### config.mk
export PLATFORM = sky130hd
export DESIGN_NAME = echo_delay_ctrl
export DESIGN_NICKNAME = d
export VERILOG_FILES = /design/src/rtl/echo_delay_ctrl.sv
export SDC_FILE = /design/constraint.sdc
export NUM_CORES = 1
export LEC_CHECK = 0
export BUFFER_PORTS_ARGS = -buffer_cell sky130_fd_sc_hd__buf_2
export CAP_MARGIN = 20
export CORE_MARGIN = 2
export CORE_UTILIZATION = 45
export DETAILED_ROUTE_END_ITERATION = 10
export PLACE_DENSITY = 0.7
export SLEW_MARGIN = 20
export SYNTH_ARGS = -nofsm -noshare
export SYNTH_HDL_FRONTEND = slang
export SYNTH_SLANG_ARGS = --single-unit
export TNS_END_PERCENT = 1
### constraint.sdc
create_clock -name clk -period 9.1 [get_ports clk]
set_input_delay 1.82 -clock clk [delete_from_list [all_inputs] [get_ports clk]]
set_output_delay 1.82 -clock clk [all_outputs]
set_load 0.02 [all_outputs]
### src/rtl/echo_delay_ctrl.sv
// Feedback-echo controller driving both ports of a true-dual-port delay-line RAM.
// Optional feature: define ECHO_RAM_CLEAR_EN to zero the delay line after every reset.
module echo_delay_ctrl #(
  parameter int DEPTH      = 16,
  parameter int ADDR_WIDTH = 4,
  parameter int DATA_WIDTH = 24
) (
  input  logic                  clk,
  input  logic                  rst_n,
  input  logic [DATA_WIDTH-1:0] sample_in,
  input  logic                  sample_valid,
  input  logic [ADDR_WIDTH-1:0] delay_len,
  input  logic [7:0]            fb_gain,
  output logic                  ready,
  output logic [DATA_WIDTH-1:0] sample_out,
  output logic                  out_valid,
  output logic                  overrun,
  output logic                  ena,
  output logic                  wea,
  output logic [ADDR_WIDTH-1:0] addra,
  output logic [DATA_WIDTH-1:0] dia,
  output logic                  enb,
  output logic                  web,
  output logic [ADDR_WIDTH-1:0] addrb,
  input  logic [DATA_WIDTH-1:0] dob
);

  localparam int PW = DATA_WIDTH + 9;
  localparam logic signed [PW-1:0] MAXV = {{(PW-DATA_WIDTH+1){1'b0}}, {(DATA_WIDTH-1){1'b1}}};
  localparam logic signed [PW-1:0] MINV = {{(PW-DATA_WIDTH+1){1'b1}}, {(DATA_WIDTH-1){1'b0}}};

  typedef enum logic [2:0] {CLEAR, IDLE, READ, CALC, WRITE} state_t;

`ifdef ECHO_RAM_CLEAR_EN
  localparam state_t RST_STATE = CLEAR;
  logic [ADDR_WIDTH:0] clr_cnt;
`else
  localparam state_t RST_STATE = IDLE;
`endif

  state_t state, next_state;

  logic [ADDR_WIDTH-1:0]        wr_ptr;
  logic signed [DATA_WIDTH-1:0] sample_q;
  logic [7:0]                   gain_q;
  logic                         accept;

  logic signed [PW-1:0]         dob_x, gain_x, prod, echo, sum_w;
  logic [DATA_WIDTH-1:0]        res;

  assign web    = 1'b0;
  // ready is registered, so it also masks the first IDLE cycle straight out of reset
  assign accept = (state == IDLE) && ready && sample_valid;

  always_ff @(posedge clk) begin
    if (!rst_n) state <= RST_STATE;
    else        state <= next_state;
  end

  always_comb begin
    next_state = state;
    unique case (state)
`ifdef ECHO_RAM_CLEAR_EN
      CLEAR:   if (clr_cnt == (ADDR_WIDTH+1)'(DEPTH)) next_state = IDLE;
`else
      CLEAR:   next_state = IDLE;
`endif
      IDLE:    if (accept) next_state = READ;
      READ:    next_state = CALC;
      CALC:    next_state = WRITE;
      WRITE:   next_state = IDLE;
      default: next_state = RST_STATE;
    endcase
  end

  // Mix is evaluated at full product width so saturation sees every carry bit
  always_comb begin
    dob_x  = {{(PW-DATA_WIDTH){dob[DATA_WIDTH-1]}}, dob};
    gain_x = {{(PW-8){1'b0}}, gain_q};
    prod   = dob_x * gain_x;
    echo   = prod >>> 8;
    sum_w  = {{(PW-DATA_WIDTH){sample_q[DATA_WIDTH-1]}}, sample_q} + echo;
    if (sum_w > MAXV)      res = MAXV[DATA_WIDTH-1:0];
    else if (sum_w < MINV) res = MINV[DATA_WIDTH-1:0];
    else                   res = sum_w[DATA_WIDTH-1:0];
  end

  // Outputs are registered on the transition into the state they belong to
  always_ff @(posedge clk) begin
    if (!rst_n) begin
      ready      <= 1'b0;
      sample_out <= '0;
      out_valid  <= 1'b0;
      overrun    <= 1'b0;
      ena        <= 1'b0;
      wea        <= 1'b0;
      enb        <= 1'b0;
      addra      <= '0;
      addrb      <= '0;
      dia        <= '0;
      wr_ptr     <= '0;
      sample_q   <= '0;
      gain_q     <= '0;
`ifdef ECHO_RAM_CLEAR_EN
      clr_cnt    <= '0;
`endif
    end else begin
      ready     <= (next_state == IDLE);
      out_valid <= 1'b0;
      ena       <= 1'b0;
      wea       <= 1'b0;
      enb       <= 1'b0;
      if (sample_valid && !ready) overrun <= 1'b1;
      unique case (state)
`ifdef ECHO_RAM_CLEAR_EN
        CLEAR: begin
          if (clr_cnt != (ADDR_WIDTH+1)'(DEPTH)) begin
            ena     <= 1'b1;
            wea     <= 1'b1;
            addra   <= clr_cnt[ADDR_WIDTH-1:0];
            dia     <= '0;
            clr_cnt <= clr_cnt + 1'b1;
          end
        end
`endif
        IDLE: begin
          if (accept) begin
            sample_q <= sample_in;
            gain_q   <= fb_gain;
            enb      <= 1'b1;
            addrb    <= wr_ptr - delay_len;
          end
        end
        CALC: begin
          ena        <= 1'b1;
          wea        <= 1'b1;
          addra      <= wr_ptr;
          dia        <= res;
          sample_out <= res;
          out_valid  <= 1'b1;
          wr_ptr     <= wr_ptr + 1'b1;
        end
        default: ;
      endcase
    end
  end

endmodule

# Word level (Yosys, flattened, before mapping)
# Cells that the tools add are included.
dict set report totals {
  latch_bits 0
  output_inout_bits 63
  n_memories 0
  reg_bits 75
  ram_bits 0
  inputBits 63
  mem_bits_ro 0
}
dict set report classes {
  n_mul 1
  mux 6
  div 0
  n_eq_ne 4
  shift 0
  order_cmp 2
  n_reduce_logical 6
  n_addsub 3
  n_bitwise 0
}
# op n
set ops {}
lappend ops {{2-to-1 mux 24 bit} 2}
lappend ops {{multiplier 24 x 9 -> 33 bit} 1}
lappend ops {{adder 24 x 25 -> 26 bit} 1}
lappend ops {{> comparator 26 x 24 -> 1 bit, second input constant} 1}
lappend ops {{less-than comparator 26 x 24 -> 1 bit, second input constant} 1}
lappend ops {{one-hot mux 3 bit (3 select lines)} 1}
lappend ops {{equality test 3 x 1 -> 1 bit, second input constant} 2}
lappend ops {{equality test 3 x 2 -> 1 bit, second input constant} 2}
lappend ops {{adder 4 x 1 -> 4 bit, second input constant} 1}
lappend ops {{AND reduction 2 bit} 2}
lappend ops {{subtractor 4 bit} 1}
lappend ops {{logical AND 1 bit} 3}
lappend ops {{2-to-1 mux 3 bit} 1}
lappend ops {{2-to-1 mux 1 bit} 2}
lappend ops {{logical NOT 1 bit} 1}

# Logic depth before layout (Yosys ltp)
# Gate-level depths: netlist (run 1).
dict set report depth {
  depth_word 6
  ltp_mapped 30
  ltp_nobuf 27
}

# Least setup slack after synthesis (run 1)
# OpenSTA, ideal clock, no wires.
dict set report synth_timing {
  path_kind {input to register}
  start {input dob[9]}
  end {register dia[11]}
  stages 26
  required_time_ns 8.978
  arrival_time_ns 8.246
  path_slack_ns 0.733
  n_path_buf 1
  cell_sequence {and2_1 > fa_1 > fa_1 > fa_1 > inv_1 > fa_1 > inv_1 > ha_1 > a21oi_1 > a21boi_0 > o31ai_1 > and3_4 > a41oi_4 > a221oi_1 > o21bai_2 > o311a_1 > ha_1 > and2_1 > o21ai_0 > a21oi_1 > a311o_1 > nor3_1 > o22ai_2 > a21oi_2 > buf_2 > a21oi_1}
}
dict set report synth_via {
  elab_chain_len 5
  word_cells_on_any_way 6
  classes_between {add/sub (1); mul (1); order compare (2); mux (2)}
}
# item line_no
set synth_lines {}
lappend synth_lines {{start, declared} 25} ;# input logic [DATA_WIDTH-1:0] dob
lappend synth_lines {{multiplier 24 x 9 -> 33 bit *} 80} ;# prod = dob_x * gain_x;
lappend synth_lines {{adder 24 x 25 -> 26 bit *} 82} ;# sum_w = {{(PW-DATA_WIDTH){sample_q[DATA_WIDTH-1]}}, sample_q} + echo;
lappend synth_lines {{less-than comparator 26 x 24 -> 1 bit} 84} ;# else if (sum_w < MINV) res = MINV[DATA_WIDTH-1:0];
lappend synth_lines {{2-to-1 mux 24 bit} 84}
lappend synth_lines {{2-to-1 mux 24 bit *} 83} ;# if (sum_w > MAXV) res = MAXV[DATA_WIDTH-1:0];
lappend synth_lines {{end signal, assigned} 138} ;# dia <= res;
lappend synth_lines {{end, declared} 21} ;# output logic [DATA_WIDTH-1:0] dia,
# Mark *: on every way between the ends. The rest lies on a longest branch, timed or not.
# A chain may end at the register's enable or synchronous reset.

# Worst setup path in the final report (run 1)
dict set report layout_timing {
  start {input dob[5]}
  end {register dia[21]}
}
# The elaborated chain is that of the path after synthesis.

==> results.txt, run 1 <==
Gate family responsible for the most delay along the worst path - adder cells
Syn. warnings - 0
Clock transition at the registers of the reported paths - 0.06 ns
Delay of the slowest cell on the worst path - 0.60 ns
Relative area change from synthesis to final layout - 8.97%
Register bit total from synthesis - 74
Power density over the cells - 116 nW/µm²
Worst vdd ir - 0.0956 mV
Kind of launch point of the worst setup path - primary input
Max Slew Vio Count - 0
Mapped Cells - 1283
Area fraction in compound gates after synthesis - 15.1%
Simple-gate portion of the synthesized area - 18.3%
Max Clock Freq - 114 MHz
Num CTS Buffers - 9
Final Cycle Share - 96.4%
Multiplexer share of the synthesized area - 0%
Synth top area cells - sky130_fd_sc_hd__fa_1 (28%), sky130_fd_sc_hd__dfxtp_1 (14%), sky130_fd_sc_hd__ha_1 (11%)
Number of H-tree branching levels - 3
Critical path class - primary input to flip-flop
Post-route cell area - 11900 µm²
Worst Hold Class - flip-flop to flip-flop
Cell with the most instances on the worst path - sky130_fd_sc_hd__fa_1
Detailed-route wire length - 26100 µm
Worst Skew - 0.0104 ns
Average routed wire per standard cell - 15.5 µm
Cell type contributing the most total cell area after synthesis - sky130_fd_sc_hd__fa_1
Placer Congestion - 0.934
Number of antenna violations at the first check in global routing - 0
Detailed-router iteration count before antenna repair - 5
Core ar. - 24100 µm²
Number of synthesized flops with an enable pin - 0
Endpoint class of the critical path - flip-flop
Number of placement rows - 57
Y dimension of the die - 160 µm
Via density per instance - 5.25
DRC violation count after routing - 0
Post-CTS repair timing setup buffer count - 0
Total power after layout - 1380 µW
Async set-or-reset flop fraction in the synthesized netlist - 0%
Final global-route overflow total - 0
PortBufs - 124
Antenna-violating nets left - 0
Number of violations reported at the end of detailed-routing iteration 0 - 550
Worst path required time - 9.28 ns
Final worst path period need - 8.77 ns
Worst slew pin tran - 1.07 ns
Maximum number of pins on one net before global-route repair - 68
Library cells used by synthesis - 70
Post-route setup TNS - 0 ns
Share of cells above drive strength 1 - 12.3%
CP Data Arrival Time - 8.95 ns
Clk sink count - 74
Syn_area_per_cell - 8.52 µm²
Net count, final - 1659
Area used by sequential logic in the layout - 1480 µm²
Worst-path fanout max - 8
Total global-route track usage - 21.1%
Area used by multi-input combinational logic - 8280 µm²
Maximum Capacitance Violations - 0
Final Hold Fails - 0
Setup repair after global routing missed its margin - false
Leading cell types in the layout, fill and taps excluded - sky130_fd_sc_hd__inv_1 (202), sky130_fd_sc_hd__nand2_1 (179), sky130_fd_sc_hd__fa_1 (151)
Worst slew margin - 28.8%
Final HPWL DP - 20800 µm
Primary FF master, synth - sky130_fd_sc_hd__dfxtp_1
Area fraction of the dominant cell type after synthesis - 27.7%
Net Count, Synth - 1590
Effective utilization at floorplan - 45.3%
Sequential element share of the synthesized area - 13.6%
Clock Tree Root - sky130_fd_sc_hd__clkbuf_16
Clock Latency Late Sink - 0.34 ns
Total cell area at the placement stage - 11600 µm²
Die footprint - 25500 µm²
Cell area after technology mapping - 10900 µm²
Dominant combinational cell family by area after synthesis - adder cells
Top Ports - 126
Buffers plus inverters on the worst setup path - 4
Number of buffers added to fix hold violations after cts - 0
XOR/XNOR share of the synthesized area - 3.93%
Leakage power summed over all cells - 0.00607 µW
Vias in the first global route - 8841
Maximum clock insertion buffer count - 2
Clock tree from TritonCTS - yes
First-pass GRT wire length - 44300 µm
Die boundary width - 160 µm
Post-Synth Adder-Cell Area - 38.3%
Final setup violation count - 0
Filler Cells Inserted - 2364
Antenna cell count - 0
Leading cell type in the layout, fill and taps excluded - sky130_fd_sc_hd__inv_1
Run status - finished, final reports clean
Slowest cell on the critical path - sky130_fd_sc_hd__fa_1
Via count of the routed design - 8822
==> power by group <==
| group | internal (µW) | total, µW | switching, µW |
|---|---|---|---|
| sequential | 342 | 364 | 22.4 |
| combinational | 247 | 649 | 403 |
| clock | 214 | 366 | 151 |
| total | 803 | 1380 | 576 |
==> layout make-up <==
class,instances,share of cell area [%]
Inverter,202,6.37
Multi-Input combinational cell,933,69.5
Tap cell,324,3.40
Timing Repair Buffer,132,5.72
Clock inverter,7,0.641
Sequential cell,74,12.4
Clock buffer,9,1.89
==> worst paths after layout <==
kind	start	end	slack, ns	cells after the start
setup / recovery	dob[5]	dia[21]	0.33	26
hold / removal	overrun	overrun	0.46	1
setup reg to reg	gain_q[2]	dia[21]	0.86	25
hold reg to reg	overrun	overrun	0.46	1
==> per-stage QoR <==
stage | hold WS (ns) | std cells | setup slack (ns) | utilization, %
after floorplan | 0.448 | 1283 | 0.733 | -
after global placement | 0.444 | 1665 | 0.146 | 48.1
after detailed placement | 0.452 | 1665 | -0.0195 | 48.1
after CTS | 0.468 | 1681 | 0.288 | 49.4
after global routing | 0.481 | 1681 | 0.0534 | 49.4
final | 0.464 | 1681 | 0.331 | 49.4
==> routing by layer <==
| metal | share of wire (%) | vias to the layer above | GRT usage (%) |
|---|---|---|---|
| li1 | - | 4210 | - |
| met1 | 46 | 4311 | 29.8 |
| met2 | 47 | 270 | 34.8 |
| met3 | 5.0 | 31 | 2.42 |
| met4 | 1.7 | 0 | 4.91 |
| met5 | 0 | - | 0 |
==> state kept, by name, indices dropped and copies added, names as in the netlist <==
| register | count |
|---|---|
| ready | 1 |
| dia | 24 |
| state | 3 |
| sample_q | 24 |
| overrun | 1 |
| addrb | 4 |
| wr_ptr | 4 |
| enb | 1 |
| addra | 4 |
| gain_q | 8 |
==> synth_stat cells (2+ instances only) <==
master,instances
sky130_fd_sc_hd__a211o_1,5
sky130_fd_sc_hd__a211oi_1,4
sky130_fd_sc_hd__a21boi_0,43
sky130_fd_sc_hd__a21o_1,15
sky130_fd_sc_hd__a21oi_1,55
sky130_fd_sc_hd__a21oi_2,2
sky130_fd_sc_hd__a311o_1,3
sky130_fd_sc_hd__a311oi_1,6
sky130_fd_sc_hd__a31oi_1,4
sky130_fd_sc_hd__a41oi_1,2
sky130_fd_sc_hd__and2_1,128
sky130_fd_sc_hd__and3_1,2
sky130_fd_sc_hd__buf_2,4
sky130_fd_sc_hd__buf_4,31
sky130_fd_sc_hd__buf_6,3
sky130_fd_sc_hd__clkbuf_1,35
sky130_fd_sc_hd__dfxtp_1,74
sky130_fd_sc_hd__fa_1,151
sky130_fd_sc_hd__ha_1,93
sky130_fd_sc_hd__inv_1,202
sky130_fd_sc_hd__nand2_1,179
sky130_fd_sc_hd__nand2b_1,4
sky130_fd_sc_hd__nand3_1,14
sky130_fd_sc_hd__nand4_1,7
sky130_fd_sc_hd__nor2_1,32
sky130_fd_sc_hd__nor2b_1,5
sky130_fd_sc_hd__nor3_1,15
sky130_fd_sc_hd__nor3b_1,2
sky130_fd_sc_hd__nor4_1,2
sky130_fd_sc_hd__o211a_1,3
sky130_fd_sc_hd__o211ai_1,5
sky130_fd_sc_hd__o21a_1,14
sky130_fd_sc_hd__o21ai_0,38
sky130_fd_sc_hd__o21ai_1,4
sky130_fd_sc_hd__o21bai_1,5
sky130_fd_sc_hd__o31ai_1,4
sky130_fd_sc_hd__or2_2,3
sky130_fd_sc_hd__or3_1,4
sky130_fd_sc_hd__or4_1,3
sky130_fd_sc_hd__xnor2_1,32
sky130_fd_sc_hd__xor2_1,17
==> kinds of logic after synthesis <==
kind of cell             after synthesis
buffers and inverters                276
adder cells (fa/ha/maj)              244
AND/OR/NAND/NOR                      404
flip-flops                            74
XOR/XNOR                              49
other                                  1
AO/OA/AOI/OAI                        235
==> repair_timing <==
item,CTS,global route
endpoints found under the setup margin,0,10
resized for setup,0,1
hold endpoints to repair,0,0
(Power assumes the default switching activity.)
==> run 2, diff against run 1 <==
--- a/config.mk
+++ b/config.mk
@@ -10,7 +10,8 @@
 export CORE_MARGIN = 2
 export CORE_UTILIZATION = 45
 export DETAILED_ROUTE_END_ITERATION = 10
-export PLACE_DENSITY = 0.7
+export GPL_TIMING_DRIVEN = 0
+export PLACE_DENSITY = 0.62
 export SLEW_MARGIN = 20
 export SYNTH_ARGS = -nofsm -noshare
 export SYNTH_HDL_FRONTEND = slang
==> results.txt, run 2 (synthesized netlist as in run 1, its figures left out) <==
Run status - finished, final reports clean
Maximum number of pins on one net before global-route repair - 13
Clock tree from TritonCTS - yes
Total global-route track usage - 22.8%
Delay of the slowest cell on the worst path - 0.56 ns
Number of violations reported at the end of detailed-routing iteration 0 - 334
Gate family responsible for the most delay along the worst path - adder cells
Setup repair after global routing missed its margin - true
Clock Tree Root - sky130_fd_sc_hd__clkbuf_16
Setup crit start - dob[5]
Final worst path period need - 8.70 ns
PortBufs - 124
Leakage power summed over all cells - 0.00631 µW
Leading cell type in the layout, fill and taps excluded - sky130_fd_sc_hd__inv_1
Vias in the first global route - 8982
Number of buffers added to fix hold violations after cts - 0
Critical path class - primary input to flip-flop
Die boundary width - 160 µm
Effective utilization at floorplan - 45.3%
Worst setup path endpoint - dia[12]
Antenna-violating nets left - 0
DRC violation count after routing - 0
Worst setup slack for register-to-register paths - 0.76 ns
Worst Hold Class - flip-flop to flip-flop
Number of H-tree branching levels - 3
Via count of the routed design - 8985
Final HPWL DP - 23300 µm
Placed insts - 1731
Maximum clock insertion buffer count - 2
Worst path required time - 9.32 ns
Top Ports - 126
Worst Skew - 0.00568 ns
Share of cells above drive strength 1 - 13.9%
Slowest cell on the critical path - sky130_fd_sc_hd__fa_1
Worst vdd ir - 0.0924 mV
Capture instance of the worst register-to-register path - dia[12]
Net count, final - 1728
Core ar. - 24100 µm²
Util after Layout - 51.3%
Placer Congestion - 0.877
Antenna cell count - 0
Relative area change from synthesis to final layout - 13.3%
Max Clock Freq - 115 MHz
Total power after layout - 1460 µW
Total stage count of the critical path - 29
Final global-route overflow total - 0
Kind of launch point of the worst setup path - primary input
Cell with the most instances on the worst path - sky130_fd_sc_hd__fa_1
Worst-path fanout max - 10
Leading cell types in the layout, fill and taps excluded - sky130_fd_sc_hd__inv_1 (202), sky130_fd_sc_hd__nand2_1 (179), sky130_fd_sc_hd__fa_1 (151)
Worst slew pin tran - 0.741 ns
Detailed-route wire length - 28300 µm
Clock Latency Late Sink - 0.34 ns
Number of antenna violations at the first check in global routing - 0
Die footprint - 25500 µm²
Clock transition at the registers of the reported paths - 0.06 ns
Number of standard cells in the layout, taps in and fillers out - 1750
Startpoint of the worst register-to-register path - gain_q[2]
Endpoint class of the critical path - flip-flop
Average routed wire per standard cell - 16.2 µm
Num CTS Buffers - 9
CP Data Arrival Time - 8.93 ns
Buffers plus inverters on the worst setup path - 6
Worst slew margin - 50.6%
Clk sink count - 74
Largest registers - dia (24), sample_q (24), gain_q (8)
Via density per instance - 5.13
Maximum Capacitance Violations - 0
Final setup violation count - 0
Power density over the cells - 118 nW/µm²
Detailed-router iteration count before antenna repair - 5
Final Cycle Share - 95.6%
Y dimension of the die - 160 µm
Worst hold stages - 2
Max Slew Vio Count - 0
First-pass GRT wire length - 46800 µm
Final Hold Fails - 0
Register-to-Register Path Depth - 30
Number of placement rows - 57
run 2: repair_timing:
action | 4_1_cts | 5_1_grt
setup endpoints to repair | 0 | 23
gates resized for setup | 0 | 8
buffers inserted | 0 | 3
run 2: layout make-up:
type	count	area (µm²)
Buffer	74	428
Timing Repair Buffer	127	643
Clock inverter	4	98.8
Multi-Input combinational cell	933	8320
Sequential cell	74	1480
Fill cell	2418	11700
Inverter	202	758
Tap cell	324	405
Clock buffer	12	246
run 2: per-stage QoR:
| stage | TNS [ns] | instance area, µm² | setup WS [ns] | hold WS (ns) |
|---|---|---|---|---|
| finish | 0 | 12400 | 0.397 | 0.463 |
| floorplan | 0 | 10900 | 0.733 | 0.448 |
| detailed placement | -3.44 | 12000 | -0.247 | 0.454 |
| CTS | 0 | 12300 | 0.0730 | 0.466 |
| global route | -0.229 | 12400 | -0.0339 | 0.484 |
| global placement | -4.08 | 12000 | -0.268 | 0.447 |
run 2: worst min path at each step:
| stage | start | end | slack [ns] |
|---|---|---|---|
| finish | addra[0] | addra[0] | 0.46 |
| global route | addra[3] | addra[3] | 0.48 |
| CTS | addra[0] | addra[0] | 0.47 |
| detailed placement | overrun | overrun | 0.45 |
| global placement | addrb[2] | addrb[2] | 0.45 |
| floorplan | sample_q[0] | sample_q[0] | 0.45 |
run 2: worst register-to-register path: cells and delay by family (launching register included):
family / cells / cell delay [ns]
adders and majority gates: 6 / 2.61
AOI/OAI and AO/OA: 10 / 1.80
and+or+nand+nor: 6 / 1.76
buffers and inverters: 7 / 1.50
DFF: 1 / 0.30
xor gates and xnor gates: 1 / 0.24
run 2: per-layer routing:
metal	up-vias	part of all wire [%]	track usage, %
met5	-	0	0
met4	0	2.3	6.31
met3	37	3.3	1.84
met2	183	48	38.7
met1	4409	46	31.6
li1	4356	-	-
run 2: report_power, final:
part	total (µW)	internal (µW)	switching, µW	leakage [µW]
combinational	685	265	420	0.00554
clock	414	276	138	0.000167
sequential	359	342	17.1	0.000602
total	1460	883	575	0.00631
==> run 3, diff against run 2 <==
--- a/config.mk
+++ b/config.mk
@@ -11,7 +11,7 @@
 export CORE_UTILIZATION = 45
 export DETAILED_ROUTE_END_ITERATION = 10
 export GPL_TIMING_DRIVEN = 0
-export PLACE_DENSITY = 0.62
+export PLACE_DENSITY = 0.65
 export SLEW_MARGIN = 20
 export SYNTH_ARGS = -nofsm -noshare
 export SYNTH_HDL_FRONTEND = slang
==> results.txt, run 3 (synthesized netlist as in run 1, its figures left out) <==
Die footprint - 25500 µm²
Reg power frac - 24.5%
Top Ports - 126
Leading cell types in the layout, fill and taps excluded - sky130_fd_sc_hd__inv_1 (202), sky130_fd_sc_hd__nand2_1 (179), sky130_fd_sc_hd__fa_1 (151)
Capture instance of the worst register-to-register path - dia[20]
Num CTS Buffers - 9
Number of standard cells in the layout, taps in and fillers out - 1752
Number of buffers added to fix hold violations after cts - 0
Worst path required time - 9.34 ns
Detailed-router iteration count before antenna repair - 5
Die boundary width - 160 µm
Number of antenna violations at the first check in global routing - 0
Clock Tree Root - sky130_fd_sc_hd__clkbuf_16
Final worst path period need - 8.72 ns
Critical path class - primary input to flip-flop
DRC violation count after routing - 0
Worst-case setup slack after placement - -0.178 ns
Worst Skew - 0.00833 ns
Relative area change from synthesis to final layout - 13.4%
Via count of the routed design - 9005
Detailed-route wire length - 28400 µm
Maximum number of pins on one net before global-route repair - 14
Max Slew Vio Count - 0
Final Hold Fails - 0
Via density per instance - 5.14
First-pass GRT wire length - 47100 µm
Switching fraction of total power - 39.6%
Combinational power share - 46.8%
Largest registers - dia (24), sample_q (24), gain_q (8)
Final Cycle Share - 95.8%
Filler Cells Inserted - 2388
Worst-case setup margin in the final layout - 0.380 ns
Number of H-tree branching levels - 3
Worst vdd ir - 0.132 mV
Power density over the cells - 118 nW/µm²
Placed insts - 1731
Post-route setup TNS - 0 ns
Clock Latency Late Sink - 0.33 ns
Worst-path fanout max - 8
Worst slew pin tran - 0.744 ns
Share of cells above drive strength 1 - 14.3%
Global Route met1 Usage - 31.6%
PortBufs - 124
Met3 Track Usage GR - 2.86%
Total global-route track usage - 22.7%
Startpoint of the worst register-to-register path - gain_q[2]
Vias in the first global route - 9007
Leakage power summed over all cells - 0.00633 µW
Worst hold-check slack - 0.464 ns
Most utilized layer in the global route result - met2
Antenna-violating nets left - 0
Maximum clock insertion buffer count - 2
Net switching component of the power - 581 µW
Worst Hold Class - flip-flop to flip-flop
Max Clock Freq - 115 MHz
Worst setup slack for register-to-register paths - 0.77 ns
Maximum Capacitance Violations - 0
Final setup violation count - 0
Number of placement rows - 57
Placer Congestion - 0.881
Worst setup path endpoint - dia[20]
Number of violations reported at the end of detailed-routing iteration 0 - 533
Worst slew margin - 49.7%
Leading cell type in the layout, fill and taps excluded - sky130_fd_sc_hd__inv_1
Effective utilization at floorplan - 45.3%
Relative contribution of the clock network to total power - 28.7%
Run status - finished, final reports clean
Final global-route overflow total - 0
Register-to-Register Path Depth - 30
Global-route met2 utilization - 38.2%
Clock tree from TritonCTS - yes
Core ar. - 24100 µm²
Endpoint class of the critical path - flip-flop
Average routed wire per standard cell - 16.2 µm
Antenna cell count - 0
Pint - 884 µW
Setup crit start - dob[9]
Total power after layout - 1460 µW
Hold Startpoint - addra[1]
Y dimension of the die - 160 µm
Clock transition at the registers of the reported paths - 0.06 ns
Final HPWL DP - 23100 µm
Kind of launch point of the worst setup path - primary input
Clk sink count - 74
Net count, final - 1730
CP Data Arrival Time - 8.96 ns
run 3: power by group through the flow:
stage          clock [µW]  combinational, µW  sequential, µW
2_1_floorplan           0                470             371
3_3_place_gp            0                666             366
3_5_place_dp            0                668             367
4_1_cts               425                676             360
5_1_grt               440                769             361
6_report              420                685             359
run 3: worst max-delay path, cell delays in order:
cell	delay [ns]
sky130_fd_sc_hd__buf_2	0.15
sky130_fd_sc_hd__and2_1	0.19
sky130_fd_sc_hd__fa_1	0.55
sky130_fd_sc_hd__fa_1	0.46
sky130_fd_sc_hd__fa_1	0.56
sky130_fd_sc_hd__inv_1	0.06
sky130_fd_sc_hd__fa_1	0.56
sky130_fd_sc_hd__inv_1	0.05
sky130_fd_sc_hd__ha_1	0.36
sky130_fd_sc_hd__a21oi_1	0.13
sky130_fd_sc_hd__a21boi_0	0.13
sky130_fd_sc_hd__o31ai_2	0.29
sky130_fd_sc_hd__and3_4	0.26
sky130_fd_sc_hd__a41oi_4	0.16
sky130_fd_sc_hd__a221oi_2	0.39
sky130_fd_sc_hd__o21bai_2	0.11
sky130_fd_sc_hd__o311a_1	0.32
sky130_fd_sc_hd__ha_1	0.41
sky130_fd_sc_hd__and2_1	0.21
sky130_fd_sc_hd__o21ai_0	0.15
sky130_fd_sc_hd__a21oi_1	0.08
sky130_fd_sc_hd__a311o_1	0.35
sky130_fd_sc_hd__o21a_1	0.27
sky130_fd_sc_hd__nor4_4	0.27
sky130_fd_sc_hd__buf_4	0.20
sky130_fd_sc_hd__o31ai_4	0.07
sky130_fd_sc_hd__buf_4	0.17
sky130_fd_sc_hd__a211oi_1	0.23
run 3: routing by layer:
metal	wire [µm]	share of wire (%)	up-vias
li1	-	-	4352
met1	12800	45	4408
met2	13800	49	213
met3	1220	4.3	32
met4	480	1.7	0
met5	0	0	-
run 3: timing repair:
action	CTS	global route
setup buffers	0	5
hold endpoints to repair	0	0
gates resized for setup	0	11
endpoints found under the setup margin	0	23
run 3: stage by stage:
stage               area, µm²  utilization [%]
global route            12400             51.4
detailed placement      12000             49.6
global placement        12000             49.6
floorplan               10900                -
finish                  12400             51.4
CTS                     12300             51.0
run 3: layout make-up:
cell class	instances	area, µm²	share of cell area, %
clock inverters	6	113	0.908
multi-input cells	933	8310	67.0
repair buffers	129	658	5.31
clock buffers	10	239	1.93
inverters	202	758	6.12
plain buffers	74	430	3.47
well taps	324	405	3.27
flip-flops and latches	74	1480	11.9
run 3: how the worst min path moves through the flow:
stage	end	cells after the start	slack (ns)
2_1_floorplan	sample_q[0]	2	0.45
3_3_place_gp	overrun	1	0.45
3_5_place_dp	addra[1]	2	0.46
4_1_cts	addra[1]	2	0.46
5_1_grt	overrun	1	0.49
6_report	addra[1]	2	0.46
